`src/rtl/ardisik_bolucu_if.sv`:
```
// Start/result bundle for the sequential fixed-point divider with BCD output.
interface ardisik_bolucu_if #(
   parameter int unsigned TAM_W     = 8,
   parameter int unsigned KESIR_W   = 2,
   parameter int unsigned BOLEN_W   = 6,
   parameter int unsigned ONDALIK_N = 2,
   parameter int unsigned TAM_BCD_N = 3
);
   logic                                 basla;
   logic [TAM_W+KESIR_W-1:0]             bolunen;
   logic [BOLEN_W-1:0]                   bolen;
   logic                                 mesgul;
   logic                                 hazir;
   logic                                 hata;
   logic                                 tasma;
   logic [4*(TAM_BCD_N+ONDALIK_N)-1:0]   sonuc_bcd;

   modport master (
      output basla, bolunen, bolen,
      input  mesgul, hazir, hata, tasma, sonuc_bcd
   );

   modport slave (
      input  basla, bolunen, bolen,
      output mesgul, hazir, hata, tasma, sonuc_bcd
   );
endinterface

```
`src/rtl/ardisik_bolucu.sv`:
```
// Sequential divider: restoring division then shift-add-3 BCD conversion, one bit per clock.
// Optional overflow saturation enabled by defining ARDISIK_BOLUCU_TASMA_KONTROL_EN.
module ardisik_bolucu #(
   parameter int unsigned TAM_W     = 8,
   parameter int unsigned KESIR_W   = 2,
   parameter int unsigned BOLEN_W   = 6,
   parameter int unsigned ONDALIK_N = 2,
   parameter int unsigned TAM_BCD_N = 3
) (
   input logic              clk,
   input logic              rst,
   ardisik_bolucu_if.slave  bus
);
   localparam int unsigned GW = TAM_W + KESIR_W;
   localparam int unsigned NW = GW + $clog2(10**ONDALIK_N);
   localparam int unsigned DW = BOLEN_W + KESIR_W;
   localparam int unsigned BN = TAM_BCD_N + ONDALIK_N;
   localparam int unsigned BW = 4 * BN;
   localparam int unsigned CW = $clog2(NW);

   localparam logic [NW-1:0] ON_CARPAN = NW'(10**ONDALIK_N);
   localparam logic [CW-1:0] SON_ADIM  = CW'(NW - 1);

   localparam logic [1:0] BOSTA = 2'd0;
   localparam logic [1:0] BOL   = 2'd1;
   localparam logic [1:0] BCD   = 2'd2;
   localparam logic [1:0] BITTI = 2'd3;

   logic [1:0]    durum_q;
   logic [CW-1:0] sayac_q;
   logic [NW-1:0] bolum_q;
   logic [DW-1:0] kalan_q;
   logic [DW-1:0] payda_q;
   logic [BW-1:0] bcd_q;
   logic          sifir_q;
   logic          mesgul_q;
   logic          hazir_q;
   logic          hata_q;
   logic [BW-1:0] sonuc_q;

   logic [DW:0]   kaydir;
   logic          bol_bit;
   logic [DW-1:0] kalan_sonraki;
   logic [NW-1:0] bolum_sonraki;
   logic [BW-1:0] bcd_ayar;

`ifdef ARDISIK_BOLUCU_TASMA_KONTROL_EN
   localparam logic [63:0]   SINIR    = 64'(10**BN);
   localparam logic [BW-1:0] DOKUZLAR = {BN{4'h9}};
   logic tasma_ic_q;
   logic tasma_q;
`endif

   // Numerator bits stream out of bolum_q's MSB while quotient bits enter at its LSB.
   always_comb begin
      kaydir        = {kalan_q, bolum_q[NW-1]};
      bol_bit       = (kaydir >= {1'b0, payda_q});
      kalan_sonraki = bol_bit ? DW'(kaydir - {1'b0, payda_q}) : kaydir[DW-1:0];
      bolum_sonraki = {bolum_q[NW-2:0], bol_bit};
   end

   always_comb begin
      bcd_ayar = bcd_q;
      for (int i = 0; i < int'(BN); i++) begin
         if (bcd_q[4*i +: 4] >= 4'd5) begin
            bcd_ayar[4*i +: 4] = bcd_q[4*i +: 4] + 4'd3;
         end
      end
   end

   always_ff @(posedge clk) begin
      if (rst) begin
         durum_q    <= BOSTA;
         sayac_q    <= '0;
         bolum_q    <= '0;
         kalan_q    <= '0;
         payda_q    <= '0;
         bcd_q      <= '0;
         sifir_q    <= 1'b0;
         mesgul_q   <= 1'b0;
         hazir_q    <= 1'b0;
         hata_q     <= 1'b0;
         sonuc_q    <= '0;
`ifdef ARDISIK_BOLUCU_TASMA_KONTROL_EN
         tasma_ic_q <= 1'b0;
         tasma_q    <= 1'b0;
`endif
      end else begin
         hazir_q <= 1'b0;
         case (durum_q)
            BOSTA: begin
               if (bus.basla) begin
                  bolum_q    <= NW'(bus.bolunen) * ON_CARPAN;
                  payda_q    <= {bus.bolen, {KESIR_W{1'b0}}};
                  kalan_q    <= '0;
                  bcd_q      <= '0;
                  sayac_q    <= '0;
                  sifir_q    <= (bus.bolen == '0);
                  mesgul_q   <= 1'b1;
`ifdef ARDISIK_BOLUCU_TASMA_KONTROL_EN
                  tasma_ic_q <= 1'b0;
`endif
                  // A zero divisor goes straight to the result cycle.
                  durum_q    <= (bus.bolen == '0) ? BITTI : BOL;
               end
            end
            BOL: begin
               bolum_q <= bolum_sonraki;
               kalan_q <= kalan_sonraki;
               if (sayac_q == SON_ADIM) begin
                  sayac_q <= '0;
                  durum_q <= BCD;
`ifdef ARDISIK_BOLUCU_TASMA_KONTROL_EN
                  tasma_ic_q <= (64'(bolum_sonraki) >= SINIR);
`endif
               end else begin
                  sayac_q <= sayac_q + CW'(1);
               end
            end
            BCD: begin
               bcd_q   <= BW'({bcd_ayar, bolum_q[NW-1]});
               bolum_q <= {bolum_q[NW-2:0], 1'b0};
               if (sayac_q == SON_ADIM) begin
                  sayac_q <= '0;
                  durum_q <= BITTI;
               end else begin
                  sayac_q <= sayac_q + CW'(1);
               end
            end
            BITTI: begin
               hata_q   <= sifir_q;
`ifdef ARDISIK_BOLUCU_TASMA_KONTROL_EN
               tasma_q  <= tasma_ic_q;
               sonuc_q  <= sifir_q ? '0 : (tasma_ic_q ? DOKUZLAR : bcd_q);
`else
               sonuc_q  <= sifir_q ? '0 : bcd_q;
`endif
               hazir_q  <= 1'b1;
               mesgul_q <= 1'b0;
               durum_q  <= BOSTA;
            end
            default: durum_q <= BOSTA;
         endcase
      end
   end

   assign bus.mesgul    = mesgul_q;
   assign bus.hazir     = hazir_q;
   assign bus.hata      = hata_q;
   assign bus.sonuc_bcd = sonuc_q;
`ifdef ARDISIK_BOLUCU_TASMA_KONTROL_EN
   assign bus.tasma     = tasma_q;
`else
   assign bus.tasma     = 1'b0;
`endif
endmodule

```
`src/flat_wrapper.sv`:
```
// flat-port wrapper written by rule: the top's interface ports become plain ports
module ardisik_bolucu_flat 
#(
   parameter int unsigned TAM_W     = 8,
   parameter int unsigned KESIR_W   = 2,
   parameter int unsigned BOLEN_W   = 6,
   parameter int unsigned ONDALIK_N = 2,
   parameter int unsigned TAM_BCD_N = 3
)
  (clk, rst, bus_basla, bus_bolunen, bus_bolen, bus_mesgul, bus_hazir, bus_hata, bus_tasma, bus_sonuc_bcd);
  ardisik_bolucu_if #(.TAM_W(TAM_W), .KESIR_W(KESIR_W), .BOLEN_W(BOLEN_W), .ONDALIK_N(ONDALIK_N), .TAM_BCD_N(TAM_BCD_N)) bus_i ();
  input logic clk;
  input logic rst;
  input wire logic [$bits(bus_i.basla)-1:0] bus_basla;
  input wire logic [$bits(bus_i.bolunen)-1:0] bus_bolunen;
  input wire logic [$bits(bus_i.bolen)-1:0] bus_bolen;
  output wire logic [$bits(bus_i.mesgul)-1:0] bus_mesgul;
  output wire logic [$bits(bus_i.hazir)-1:0] bus_hazir;
  output wire logic [$bits(bus_i.hata)-1:0] bus_hata;
  output wire logic [$bits(bus_i.tasma)-1:0] bus_tasma;
  output wire logic [$bits(bus_i.sonuc_bcd)-1:0] bus_sonuc_bcd;
  assign bus_i.basla = bus_basla;
  assign bus_i.bolunen = bus_bolunen;
  assign bus_i.bolen = bus_bolen;
  assign bus_mesgul = bus_i.mesgul;
  assign bus_hazir = bus_i.hazir;
  assign bus_hata = bus_i.hata;
  assign bus_tasma = bus_i.tasma;
  assign bus_sonuc_bcd = bus_i.sonuc_bcd;
  ardisik_bolucu #(.TAM_W(TAM_W), .KESIR_W(KESIR_W), .BOLEN_W(BOLEN_W), .ONDALIK_N(ONDALIK_N), .TAM_BCD_N(TAM_BCD_N)) u_core (.clk(clk), .rst(rst), .bus(bus_i));
endmodule
```
`config.mk`:
```
export PLATFORM = sky130hd
export DESIGN_NAME = ardisik_bolucu_flat
export DESIGN_NICKNAME = d
export VERILOG_FILES = /design/src/rtl/ardisik_bolucu_if.sv /design/src/rtl/ardisik_bolucu.sv /design/src/flat_wrapper.sv
export SDC_FILE = /design/constraint.sdc
export NUM_CORES = 1
export LEC_CHECK = 0
export CAP_MARGIN = 5
export CORE_AREA = 2 2 100 102
export CTS_CLUSTER_SIZE = 25
export DETAILED_ROUTE_END_ITERATION = 6
export DIE_AREA = 0 0 102 104
export PLACE_DENSITY = 0.84
export SETUP_SLACK_MARGIN = 0.4
export SLEW_MARGIN = 30
export SYNTH_ARGS = -nofsm -noshare
export SYNTH_HDL_FRONTEND = slang
export SYNTH_SLANG_ARGS = --single-unit
export TNS_END_PERCENT = 100
```
`constraint.sdc`:
```
create_clock -name clk -period 3.1 [get_ports clk]
set_input_delay 0.775 -clock clk [delete_from_list [all_inputs] [get_ports clk]]
set_output_delay 0.775 -clock clk [all_outputs]
set_load 0.05 [all_outputs]
```
==> results.md, run 1 <==
* Final nets at 740
* Period Utilization, post-route at 0.937
* Fin. Hold Viols at 0
* Syn_nets at 681
* Cell count after synthesis at 599
* Detailed-route DRC error count at 0
* Yosys warnings at 0
* Fmax at between 300 and 400 MHz
* Hold WS at 0.461 ns
* Clock buffer count from CTS at 9
* Most frequent cell after synthesis: dfxtp_1
* Layout cells sized above 1 at 0.192
* RSZ-0062 raised after global routing: yes
* Starting Density at 0.520
* Pre-CTS WS at -0.610 ns
* # IOs at 43
* Post-Syn Area at 0.00497 mm²
* GP Congestion at 0.849
* Relative max-transition margin at 0.492
* Post-synthesis sequential area ratio at 0.330
* WL final at 12.7 mm
* Root buffer cell: clkbuf_8
* Status: completed
* EDFF count, synth at 0
* DR pass1 iterations at 5
* First-pass GRT wire length at 20.6 mm
* Hold Path Cell Cnt at 2
* GRT Overall Usage at 0.235
* Pwr dens at 667 mW/mm²
* Grt ovf at 0
* Clock skew at 0.0142 ns
* H-tree depth at 3
* Commonest cells post-synth: 82 x dfxtp_1, 69 x nor2_1, 63 x nand2_1, 57 x ha_1, 53 x a21oi_1
* Worst skew pair latency at 0.37 ns
* Worst setup margin at 0.195 ns
* Total core area at 0.00955 mm²
* Slew Limit Fails at 0
* PortBufs at 41
* Leading register cell type out of synthesis: dfxtp_1
* Die Area at approximately 0.011 mm²
* CTS tree: yes
* Area growth, synth to finish at 28.7%
* Die H at 104 µm
* Synth top area share at 0.330
* Clock transition at the registers of the reported paths at 0.09 ns
* Async SR Flop Fraction at 0
* Antenna Cells at 0
* Cells on worst reg2reg path at 5
* Clk buf depth at 2
* Max cap viols at 0
* Chip Width at 102 µm
* Hold Crit Class: reg2reg
* Vias in the first global route at ~4,600
* Initial antenna violation count at 0
* Initial DRC Count at 262
* Crit Path Max Fanout at 4
* Worst setup EP type: flop
* Worst Setup Start Kind: input port
* Flop-to-flop setup slack at 0.88 ns
* Setup TNS at 0 ns
* Yosys top cell by area: dfxtp_1
* CP required at 3.37 ns
* Number of synthesized register bits at 82
* DPL Wire Length at 8.42 mm
* Netlist cell types at 63
* Max VDD drop at 0.510 mV
* Row count at 36
* Final Setup Violations at 0
* Crit path DAT at 3.17 ns
* Average wire per standard cell at 15.9 µm
* Critical path class: in2reg
* Worst Tran Pin Value at approximately 0.76 ns
* Routed vias at 4,590
* Remaining antenna violation count at 0
* Clk sinks at 82
* Cells after DPL at ~770
* Syn avg cell area at 8.30 µm²
* Final cell count without fillers at 796
* Fill count at between 700 and 800
* Pin count of the biggest net entering global routing at 51
* Tmin final at 2.91 ns
* DR vias/cell at just under 6
* P_leak at 0.00242 µW
* Synth area leaders: dfxtp_1 33%, ha_1 14%, a21oi_1 5.3%
cell families after synthesis:
family,Yosys count,share of synthesized area
AND/OR/NAND/NOR,211,0.199
AO/OA/AOI/OAI,153,0.207
flip-flops,82,0.330
buffers and inverters,67,0.0551
adder cells (fa/ha/maj),63,0.168
XOR/XNOR,15,0.0264
multiplexers,7,0.0141
other,1,0.000755
path summary, 6_finish.rpt:
| kind | startpoint | endpoint |
|---|---|---|
| max reg2reg | u_core.durum_q[0] | u_core.bolum_q[12] |
| min | u_core.payda_q[7] | u_core.payda_q[7] |
| max | bus_bolunen[6] | u_core.bolum_q[15] |
| min reg2reg | u_core.payda_q[7] | u_core.payda_q[7] |
layer usage:
metal	routed length (µm)	global-route usage	up-vias
met5	0	0	-
met4	244	0.0638	0
li1	-	-	2238
met3	539	0.0450	23
met2	6430	0.405	141
met1	5470	0.298	2188
area by class of cell:
type	instances	area, µm²	share of cell area
clock inverter	7	88.8	0.0139
sequential	82	1640	0.257
clock buffer	9	124	0.0194
inverter	37	139	0.0217
timing repair buffer	78	708	0.111
multi-input combinational	450	3530	0.552
tap	133	166	0.0260
placed cells by master (no fill, tap or decap), types with 4 or more instances in the layout:
cell             netlist  routed
or3_1                  8       8
nand2b_1               9       9
clkbuf_8               0       9
ha_4                   0      26
a211oi_2               2       5
nor3_1                18      16
ha_1                  57      29
clkdlybuf4s50_1        0      30
dfxtp_1               82      82
nand3_1               12      12
xnor2_1               12      12
mux2i_1                7       7
a21o_1                 5       5
inv_2                  0       5
nor2_1                69      69
a211oi_1              10       4
buf_6                  1       5
o21ai_0               19      12
a32oi_1                7       7
a21oi_1               53      51
nand2_1               63      63
inv_1                 37      32
a221oi_1               7       7
o211ai_1              13      13
buf_4                  3      33
a22oi_1               12      12
timing repair:
action,CTS,global route
setup buffers,2,4
pin swaps,27,31
setup endpoints to repair,10,9
resized for setup,58,37
hold buffers,0,0
report_power, final:
part	internal (µW)	switching, µW
clock	387	429
sequential	1190	103
combinational	888	1260
critical path: stages:
cell	delay, ns
buf_12	0.11
ha_4	0.23
ha_4	0.25
inv_2	0.04
fa_2	0.53
inv_2	0.05
ha_4	0.17
a211oi_4	0.20
o21bai_2	0.12
or4_1	0.50
mux2i_1	0.15
nor2_1	0.05
state kept, by name (all words and copies together) (netlist names):
register,flops
u_core.bolum_q,17
u_core.bus.mesgul,1
u_core.bus.hata,1
u_core.payda_q,6
u_core.bcd_q,20
u_core.bus.hazir,1
u_core.sayac_q,5
u_core.sifir_q,1
u_core.kalan_q,8
u_core.durum_q,2
u_core.bus.sonuc_bcd,20
metrics by stage:
stage	utilization	area, µm²	total power, µW
3_5_place_dp	0.613	5850	3180
3_3_place_gp	0.613	5850	3100
4_1_cts	0.652	6230	4100
5_1_grt	0.670	6390	4540
2_1_floorplan	-	5170	2750
6_report	0.670	6390	4260
(Power assumes the default switching activity.)
==> run 2, diff against run 1 <==
--- a/config.mk
+++ b/config.mk
@@ -6,11 +6,11 @@
 export NUM_CORES = 1
 export LEC_CHECK = 0
 export CAP_MARGIN = 5
-export CORE_AREA = 2 2 100 102
+export CORE_AREA = 2 2 99 101
 export CTS_CLUSTER_SIZE = 25
 export DETAILED_ROUTE_END_ITERATION = 6
-export DIE_AREA = 0 0 102 104
-export PLACE_DENSITY = 0.84
+export DIE_AREA = 0 0 101 103
+export PLACE_DENSITY = 0.83
 export SETUP_SLACK_MARGIN = 0.4
 export SLEW_MARGIN = 30
 export SYNTH_ARGS = -nofsm -noshare
==> constraint.sdc (replaced) <==
create_clock -name clk -period 3.2 [get_ports clk]
set_input_delay 0.8 -clock clk [delete_from_list [all_inputs] [get_ports clk]]
set_output_delay 0.8 -clock clk [all_outputs]
set_load 0.05 [all_outputs]
==> run 2 against run 1 <==
Global-route usage down 0.63 points. Sequential power down 4%. Core utilization down 0.59 points. Critical endpoint is now u_core.bolum_q[14]. Clock skew about the same. Setup slack better by 0.10 ns. Final area down 1.8%. Clock power up 6.1%. Die area down 1.9%. First-iteration DRC count up 15%. Non-clock buffer count down 5.
==> results.md, run 2 (synthesis gave the netlist of run 1 again) <==
* Status: completed
* Tmin final at 2.90 ns
* Initial antenna violation count at 0 (unchanged)
* Relative max-transition margin at 0.514 (+0.0215)
* H-tree depth at 3 (unchanged)
* Routed vias at 4,448 (-3.1%)
* Clk buf depth at 2 (unchanged)
* Worst setup EP type: flop
* Worst Setup Start Kind: input port
* RSZ-0062 raised after global routing: yes
* Area growth, synth to finish at 26.3%
* Final cell count without fillers at 772 (-3.0%)
* Worst skew pair latency at 0.36 ns (about the same)
* Final nets at 735 (-0.68%)
* Fill count at 711 (-1.4%)
* Root buffer cell: clkbuf_8
* Die Area at 0.0104 mm² (-1.9%)
* Grt ovf at 0 (unchanged)
* Fmax at 345 MHz
* Crit path DAT at 3.17 ns (about the same)
* Clock skew at 0.0138 ns (-0.000451 ns)
* Slowest stage delay, CP at 0.59 ns (+0.06 ns)
* Sequence of cells on the critical path: buf_8 -> ha_4 -> ha_4 -> fa_1 -> ha_4 -> a211oi_4 -> o21ai_1 -> a31o_2 -> mux2i_1 -> a211oi_1
* Layout cells sized above 1 at 0.167 (-0.0244)
* Row count at 36 (unchanged)
* Final Setup Violations at 0 (unchanged)
* Slowest cell on crit path: fa_1
* Detailed-route DRC error count at 0 (unchanged)
* First-pass GRT wire length at 19.2 mm (-6.7%)
* Worst Tran Pin Value at 0.729 ns (-0.0323 ns)
* Period Utilization, post-route at 0.906
* Worst setup margin at 0.300 ns (+0.105 ns)
* Pin count of the biggest net entering global routing at 50 (-2.0%)
* Max VDD drop at 0.451 mV (-12%)
* WL final at 11.8 mm (-6.8%)
* # IOs at 43 (unchanged)
* Clock transition at the registers of the reported paths at 0.09 ns (about the same)
* DR pass1 iterations at 5 (unchanged)
* Initial DRC Count at 300 (+15%)
* Fin. Hold Viols at 0 (unchanged)
* Cells after DPL at 755 (-2.5%)
* CP required at 3.47 ns (+0.10 ns)
* DPL Wire Length at 8.32 mm (-1.1%)
* CTS tree: yes
* Cells on worst reg2reg path at 5 (unchanged)
* Die H at 103 µm (-0.96%)
* Crit Path Max Fanout at 4 (unchanged)
* Average wire per standard cell at 15.3 µm (-3.9%)
* P_leak at 0.00239 µW (-1.1%)
* Max cap viols at 0 (unchanged)
* Clock buffer count from CTS at 9 (unchanged)
* PortBufs at 41 (unchanged)
* Remaining antenna violation count at 0 (unchanged)
* Slew Limit Fails at 0 (unchanged)
* Antenna Cells at 0 (unchanged)
* Hold Path Cell Cnt at 2 (unchanged)
* Total core area at 0.00946 mm² (-0.94%)
* Chip Width at 101 µm (-0.98%)
* Hold WS at 0.463 ns (+0.00242 ns)
* Starting Density at 0.525 (+0.00496)
* Hold Crit Class: reg2reg
* Commonest cells after routing, fill and taps aside: 82 x dfxtp_1, 69 x nor2_1, 63 x nand2_1, 51 x a21oi_1
* Pwr dens at 645 mW/mm² (-3.2%)
* Pre-CTS WS at -0.555 ns (+0.0551 ns)
* DR vias/cell at 5.76 (about the same)
* Clk sinks at 82 (unchanged)
* GRT Overall Usage at 0.229 (-0.00634)
* Critical path class: in2reg
* Hold Buf Count CTS at 0 (unchanged)
* Vias in the first global route at 4,141 (-9.1%)
* GP Congestion at 0.836 (-1.5%)
* Commonest non-fill, non-tap cell in the layout: dfxtp_1
* Most frequent CP cell: ha_4
* Total power at 4050 µW (-5.0%)
-- run 2: report_power, final --
group / total, µW / leakage [µW] / internal, µW / switching (µW)
Clock: 866 / 0.000113 / 453 / 412
Combinational: 1930 / 0.00161 / 792 / 1140
Sequential: 1250 / 0.000666 / 1160 / 98.9
Total: 4050 / 0.00239 / 2400 / 1650
-- run 2: area by class of cell --
class / count / area, µm² / area share
clock buffers: 9 / 124 / 0.0197
clock inverters: 7 / 105 / 0.0167
inverters: 37 / 139 / 0.0221
multi-input cells: 450 / 3470 / 0.553
flip-flops and latches: 82 / 1640 / 0.261
well taps: 114 / 143 / 0.0227
repair buffers: 73 / 653 / 0.104
-- run 2: final timing paths --
check / from / to / slack [ns]
min reg2reg: u_core.payda_q[6] / u_core.payda_q[6] / 0.46
max: bus_bolunen[3] / u_core.bolum_q[14] / 0.30
max reg2reg: u_core.durum_q[1] / u_core.bolum_q[12] / 1.02
min: u_core.payda_q[6] / u_core.payda_q[6] / 0.46
-- run 2: timing repair --
action / 4_1_cts / 5_1_grt
resized for setup: 63 / 11
setup buffers: 1 / 0
endpoints found under the setup margin: 10 / 7
pin swaps: 27 / 22
hold endpoints to repair: 0 / 0
-- run 2: metrics by stage --
stage	TNS (ns)	area [µm²]	utilization
6_report	0	6280	0.664
4_1_cts	0	6220	0.658
3_5_place_dp	-4.20	5810	0.615
5_1_grt	0	6280	0.664
3_3_place_gp	-3.46	5810	0.615
2_1_floorplan	0	5170	-
-- run 2: metal layers --
| metal | GRT usage | wire, µm | vias up |
|---|---|---|---|
| met5 | 0 | 0 | - |
| met4 | 0.0405 | 132 | 0 |
| met3 | 0.0502 | 547 | 14 |
| met2 | 0.401 | 5960 | 116 |
| met1 | 0.295 | 5190 | 2092 |
| li1 | - | - | 2226 |
-- run 2: worst max-delay path: cells and delay by family --
family | cells | cell delay (ns)
AO/OA/AOI/OAI | 4 | 0.85
multiplexers | 1 | 0.13
adder cells (fa/ha/maj) | 4 | 1.28
buffers and inverters | 1 | 0.11
